File: config.mk
export PLATFORM = sky130hd
export DESIGN_NAME = guess_judge
export DESIGN_NICKNAME = d
export VERILOG_FILES = /design/src/rtl/guess_judge.sv
export SDC_FILE = /design/constraint.sdc
export NUM_CORES = 1
export LEC_CHECK = 0
export CAP_MARGIN = 10
export CORE_ASPECT_RATIO = 1.25
export CORE_UTILIZATION = 45
export DETAILED_ROUTE_END_ITERATION = 8
export GPL_TIMING_DRIVEN = 0
export PLACE_DENSITY = 0.74
export SYNTH_ARGS = -nofsm -noshare
export SYNTH_HDL_FRONTEND = slang
export SYNTH_SLANG_ARGS = --single-unit
File: constraint.sdc
create_clock -name clk -period 1.76 [get_ports clk]
set_input_delay 0.352 -clock clk [delete_from_list [all_inputs] [get_ports clk]]
set_output_delay 0.352 -clock clk [all_outputs]
set_load 0.02 [all_outputs]
File: src/rtl/guess_judge.sv
// Guess judge: debounced submit, unsigned compare to target, hint published only on screenEnd; press->busy 3+DEBOUNCE_CYCLES cycles.
// Presses while busy are dropped, never queued. Define GUESS_LFSR_EN to draw new-round targets from a free-running LFSR.
module guess_judge #(
  parameter int                     GUESS_WIDTH     = 15,
  parameter int                     DEBOUNCE_CYCLES = 1000000,
  parameter int                     MAX_GUESSES     = 15,
  parameter logic [GUESS_WIDTH-1:0] FIXED_TARGET    = GUESS_WIDTH'(1234)
) (
  input  logic                   clk,
  input  logic                   reset,
  input  logic [GUESS_WIDTH-1:0] switch_input,
  input  logic                   playerButton,
  input  logic                   screenEnd,
  output logic [1:0]             hint,
  output logic                   lost,
  output logic [3:0]             guess_count,
  output logic                   busy
);

  localparam int               CNT_W    = (DEBOUNCE_CYCLES > 1) ? $clog2(DEBOUNCE_CYCLES) : 1;
  localparam logic [CNT_W-1:0] CNT_LAST = CNT_W'(DEBOUNCE_CYCLES - 1);
  localparam logic [3:0]       MAX_CNT  = 4'(MAX_GUESSES);

  typedef enum logic [2:0] {IDLE, JUDGE, WAIT_FRAME, WON, LOST} state_t;

  state_t                 state, state_nx;
  logic                   btn_s1, btn_s2, btn_acc, press;
  logic [GUESS_WIDTH-1:0] sw_s1, sw_s2;
  logic [CNT_W-1:0]       db_cnt;
  logic [GUESS_WIDTH-1:0] guess_q, target, next_target;
  logic [1:0]             pend;
  logic                   capture, judge, publish, set_lost, new_round;

  // Synchronisers and debounce; press is a one-cycle pulse on the accepted 0->1 flip.
  always_ff @(posedge clk) begin
    if (reset) begin
      btn_s1  <= 1'b0;
      btn_s2  <= 1'b0;
      sw_s1   <= '0;
      sw_s2   <= '0;
      btn_acc <= 1'b0;
      db_cnt  <= '0;
      press   <= 1'b0;
    end else begin
      btn_s1 <= playerButton;
      btn_s2 <= btn_s1;
      sw_s1  <= switch_input;
      sw_s2  <= sw_s1;
      press  <= (btn_s2 != btn_acc) && (db_cnt == CNT_LAST) && btn_s2;
      if (btn_s2 == btn_acc) begin
        db_cnt <= '0;
      end else if (db_cnt == CNT_LAST) begin
        btn_acc <= btn_s2;
        db_cnt  <= '0;
      end else begin
        db_cnt <= db_cnt + 1'b1;
      end
    end
  end

`ifdef GUESS_LFSR_EN
  logic [15:0] lfsr;

  // Galois form of x^16 + x^14 + x^13 + x^11 + 1, free-running so round targets vary with press timing.
  always_ff @(posedge clk) begin
    if (reset) begin
      lfsr <= 16'hACE1;
    end else begin
      lfsr <= {1'b0, lfsr[15:1]} ^ (lfsr[0] ? 16'hB400 : 16'h0000);
    end
  end

  assign next_target = lfsr[GUESS_WIDTH-1:0];
`else
  assign next_target = FIXED_TARGET;
`endif

  always_ff @(posedge clk) begin
    if (reset) begin
      state <= IDLE;
    end else begin
      state <= state_nx;
    end
  end

  always_comb begin
    state_nx  = state;
    capture   = 1'b0;
    judge     = 1'b0;
    publish   = 1'b0;
    set_lost  = 1'b0;
    new_round = 1'b0;
    case (state)
      IDLE: begin
        if (press) begin
          capture  = 1'b1;
          state_nx = JUDGE;
        end
      end
      JUDGE: begin
        judge    = 1'b1;
        state_nx = WAIT_FRAME;
      end
      WAIT_FRAME: begin
        if (screenEnd) begin
          publish = 1'b1;
          if (pend == 2'b11) begin
            state_nx = WON;
          end else if (guess_count == MAX_CNT) begin
            set_lost = 1'b1;
            state_nx = LOST;
          end else begin
            state_nx = IDLE;
          end
        end
      end
      WON, LOST: begin
        if (press) begin
          new_round = 1'b1;
          state_nx  = IDLE;
        end
      end
      default: state_nx = IDLE;
    endcase
  end

  always_ff @(posedge clk) begin
    if (reset) begin
      guess_q     <= '0;
      pend        <= 2'b00;
      hint        <= 2'b00;
      lost        <= 1'b0;
      guess_count <= 4'd0;
      target      <= FIXED_TARGET;
    end else begin
      if (capture) begin
        guess_q <= sw_s2;
      end
      if (judge) begin
        if (guess_q == target) begin
          pend <= 2'b11;
        end else if (target > guess_q) begin
          pend <= 2'b01;
        end else begin
          pend <= 2'b10;
        end
        guess_count <= (guess_count == 4'd15) ? 4'd15 : guess_count + 4'd1;
      end
      if (publish) begin
        hint <= pend;
      end
      if (set_lost) begin
        lost <= 1'b1;
      end
      if (new_round) begin
        hint        <= 2'b00;
        lost        <= 1'b0;
        guess_count <= 4'd0;
        target      <= next_target;
      end
    end
  end

  assign busy = (state == JUDGE) || (state == WAIT_FRAME);

endmodule

==> flow_summary.ini <==
[final_layout]
num_antenna_cells = 0
mostFrequentLayoutCells = dfxtp_1 (73), nand2_1 (39), nor2b_1 (32)
multi_input_area_sq_um = 1341
fin_util = 0.5774
layout_commonest_cell = dfxtp_1
nets = 377
syn_to_final_growth_pct = 21.23
fillers = 562
ff_latch_area_sq_um = 1634
drive_gt1_frac = 0.1357

[floorplan]
die_x_um = 74.96
dieArea_sq_um = 6986
rows = 32
io_pins = 27
die_height_um = 93.20
fp.coreArea_sq_um = 6286
initial_utilization = 0.4763

[pwr]
ir_drop_mv = 0.5262
leakage_nw = 1.307
p_per_area_nw_per_um2 = 870.4
fin_total_pwr_mw = 3.159

[worst_setup_path]
crit_fanout = 10
slowest_delay_ps = 540
r2r_setup_slack_ps = -210
crit_path_start = db_cnt[8]
startpoint_type = flop
cp_cell_sequence = or4b_4 > or4_4 > o211ai_4 > buf_6 > nor2_1
crit_required_ps = 2000
crit_buf_inv = 1
critPathKind = reg -> reg
path_delay_family = simple AND/OR/NAND/NOR gates
slowest_stage = or4b_4
worst_ep_arrival_time_ps = 2210
r2r_start = db_cnt[8]
end_kind = flop

[clock_tree]
clk_pin_slew_ps = 80
cts-buffers-inserted = 9
root_buffer = clkbuf_8
cts_tree = built
h-tree-depth = 3
cts.sinks = 81
clockBufferDepth = 2
clock_latency_ps = 350
cts-hold-fix-buffers = 0

[timing]
slew_headroom = 0.4538
clock.fmax_mhz = 507.8
rsz0062_at_grt = true
hold_viol = 0
whs_ps = 370.9
worstMarginPinSlew_ps = 808.2
setup_ws_ps = -209.3
tns_ps = -3976
fin_crit_sh = 1.119
drv_slew = 0
skew_ps = 9.981
setup_viol_count_final = 21
fin_crit_ps = 1969

[synthesis]
synth_cell_types = 40
netlist_instances = 319
ys_seq_area_frac = 0.5416
syn_area_sq_um = 2994
avgSynthCellArea_sq_um = 9.386
yosysWarnings = 0
ys_ff_latch = 81
syn-num-nets = 340

[global_routing]
grt_pass1_vias = 2223
overflow = 0
grt_max_degree = 14
globalRouteTotalUtil = 0.1806
grt_pass1_wl_um = 9556
antenna_found_initial = 0

[hold_path]
hp-start = reset
min_path_type = in -> reg

[placement]
place_hpwl_um = 3669
port_buffers = 25
gp_congestion = 0.8020

[drt]
via_per_inst = 5.065
drc = 0
wl_per_cell_um = 12.07
drt-pass1-iter-count = 4
ant_nets = 0
vias = 2259
wl_um = 5382
drt_iter0_drc = 127

[run_status]
status = finished with violations
failed_checks = setup timing

[run]
maxCapViolations = 0
## cells by family (layout without fill, tap and decap cells)
| logic type | count (synthesis) | in the layout | share of synthesized area |
|---|---|---|---|
| and+or+nand+nor | 153 | 153 | 0.2771 |
| DFF | 81 | 81 | 0.5416 |
| AOI/OAI and AO/OA | 44 | 44 | 0.08776 |
| buffers and inverters | 21 | 63 | 0.03134 |
| xor gates and xnor gates | 15 | 15 | 0.04388 |
| muxes | 3 | 3 | 0.01003 |
| adders and majority gates | 2 | 2 | 0.008356 |
## state kept, by name (all words and copies together) (netlist names)
| signal | cells |
|---|---|
| db_cnt | 20 |
| guess_q | 15 |
| sw_s1 | 15 |
| sw_s2 | 15 |
| guess_count | 4 |
| state | 3 |
| hint | 2 |
| pend | 2 |
| btn_acc | 1 |
| btn_s1 | 1 |
| btn_s2 | 1 |
| lost | 1 |
| press | 1 |
## metal layers
metal | track usage | part of all wire | up-vias
li1 | - | - | 1173
met1 | 0.2220 | 0.47 | 1043
met2 | 0.2890 | 0.48 | 33
met3 | 0.03772 | 0.026 | 10
met4 | 0.1006 | 0.023 | 0
met5 | 0 | 0 | -
## worst reg2reg max path, delay by kind of cell (launching register included)
| kind | cells | cell delay, ps |
|---|---|---|
| AND/OR/NAND/NOR | 3 | 1130 |
| AO/OA/AOI/OAI | 1 | 230 |
| flip-flops | 1 | 330 |
| buffers and inverters | 1 | 180 |
## stage by stage
step,worst slack (ps),cell area (sq um),instances
floorplan,-129.0,3000,319
CTS,-192.8,3605,447
global route,-258.3,3630,446
finish,-209.3,3630,446
detailed placement,-359.4,3357,429
global placement,-389.4,3357,429
## where the power goes
group	internal [mW]	total [mW]	switching, mW
clock	0.546	1.18	0.639
combinational	0.0596	0.102	0.0425
sequential	1.86	1.87	0.00873
total	2.47	3.16	0.690
## what timing repair did
| action | CTS | global route |
|---|---|---|
| cloned | 1 | 0 |
| setup buffers | 2 | 0 |
| resized for setup | 19 | 17 |
| setup endpoints to repair | 33 | 36 |
| pin swaps | 1 | 5 |
## final cells by class
| cell class | count | area share |
|---|---|---|
| clock inverters | 5 | 0.008618 |
| flip-flops and latches | 81 | 0.4502 |
| well taps | 85 | 0.02930 |
| plain buffers | 14 | 0.02137 |
| repair buffers | 28 | 0.07687 |
| clock buffers | 11 | 0.03895 |
| inverters | 5 | 0.005171 |
| multi-input cells | 217 | 0.3695 |
## final timing paths
path                      to  depth (start not counted)
hold / removal      sw_s1[4]                          2
setup / recovery  db_cnt[13]                          5
hold reg to reg    sw_s2[13]                          1
setup reg to reg  db_cnt[13]                          5
## cell usage after synthesis
library cell,n,area share
inv_1,5,0.0063
or3b_2,1,0.0029
nor3_1,2,0.0033
nor2b_1,32,0.067
a211o_1,1,0.0029
dfxtp_1,81,0.54
or4b_1,2,0.0067
nand3b_1,1,0.0025
o221a_2,1,0.0038
a31oi_1,3,0.0063
a21oi_1,24,0.040
nand3_1,9,0.015
nand2_1,39,0.049
and4_1,4,0.012
ha_1,2,0.0084
xnor2_1,7,0.020
or4_1,4,0.010
and3_1,6,0.013
nor2_1,27,0.034
clkbuf_1,14,0.018
nor3b_1,2,0.0050
xor2_1,8,0.023
nand4_1,7,0.015
or3_1,3,0.0063
o21ai_0,6,0.010
o211a_1,1,0.0033
o22ai_1,1,0.0021
nand2b_1,1,0.0021
or4b_2,1,0.0033
o211ai_2,1,0.0042
buf_6,2,0.0075
nor4_1,6,0.013
and4b_1,1,0.0033
nor4b_1,2,0.0059
nand4b_1,1,0.0029
o31ai_1,3,0.0075
mux2i_1,3,0.010
a21o_1,1,0.0025
nor4bb_1,2,0.0067
a211oi_1,2,0.0050
No activity file was read; power rests on OpenSTA's default activity.
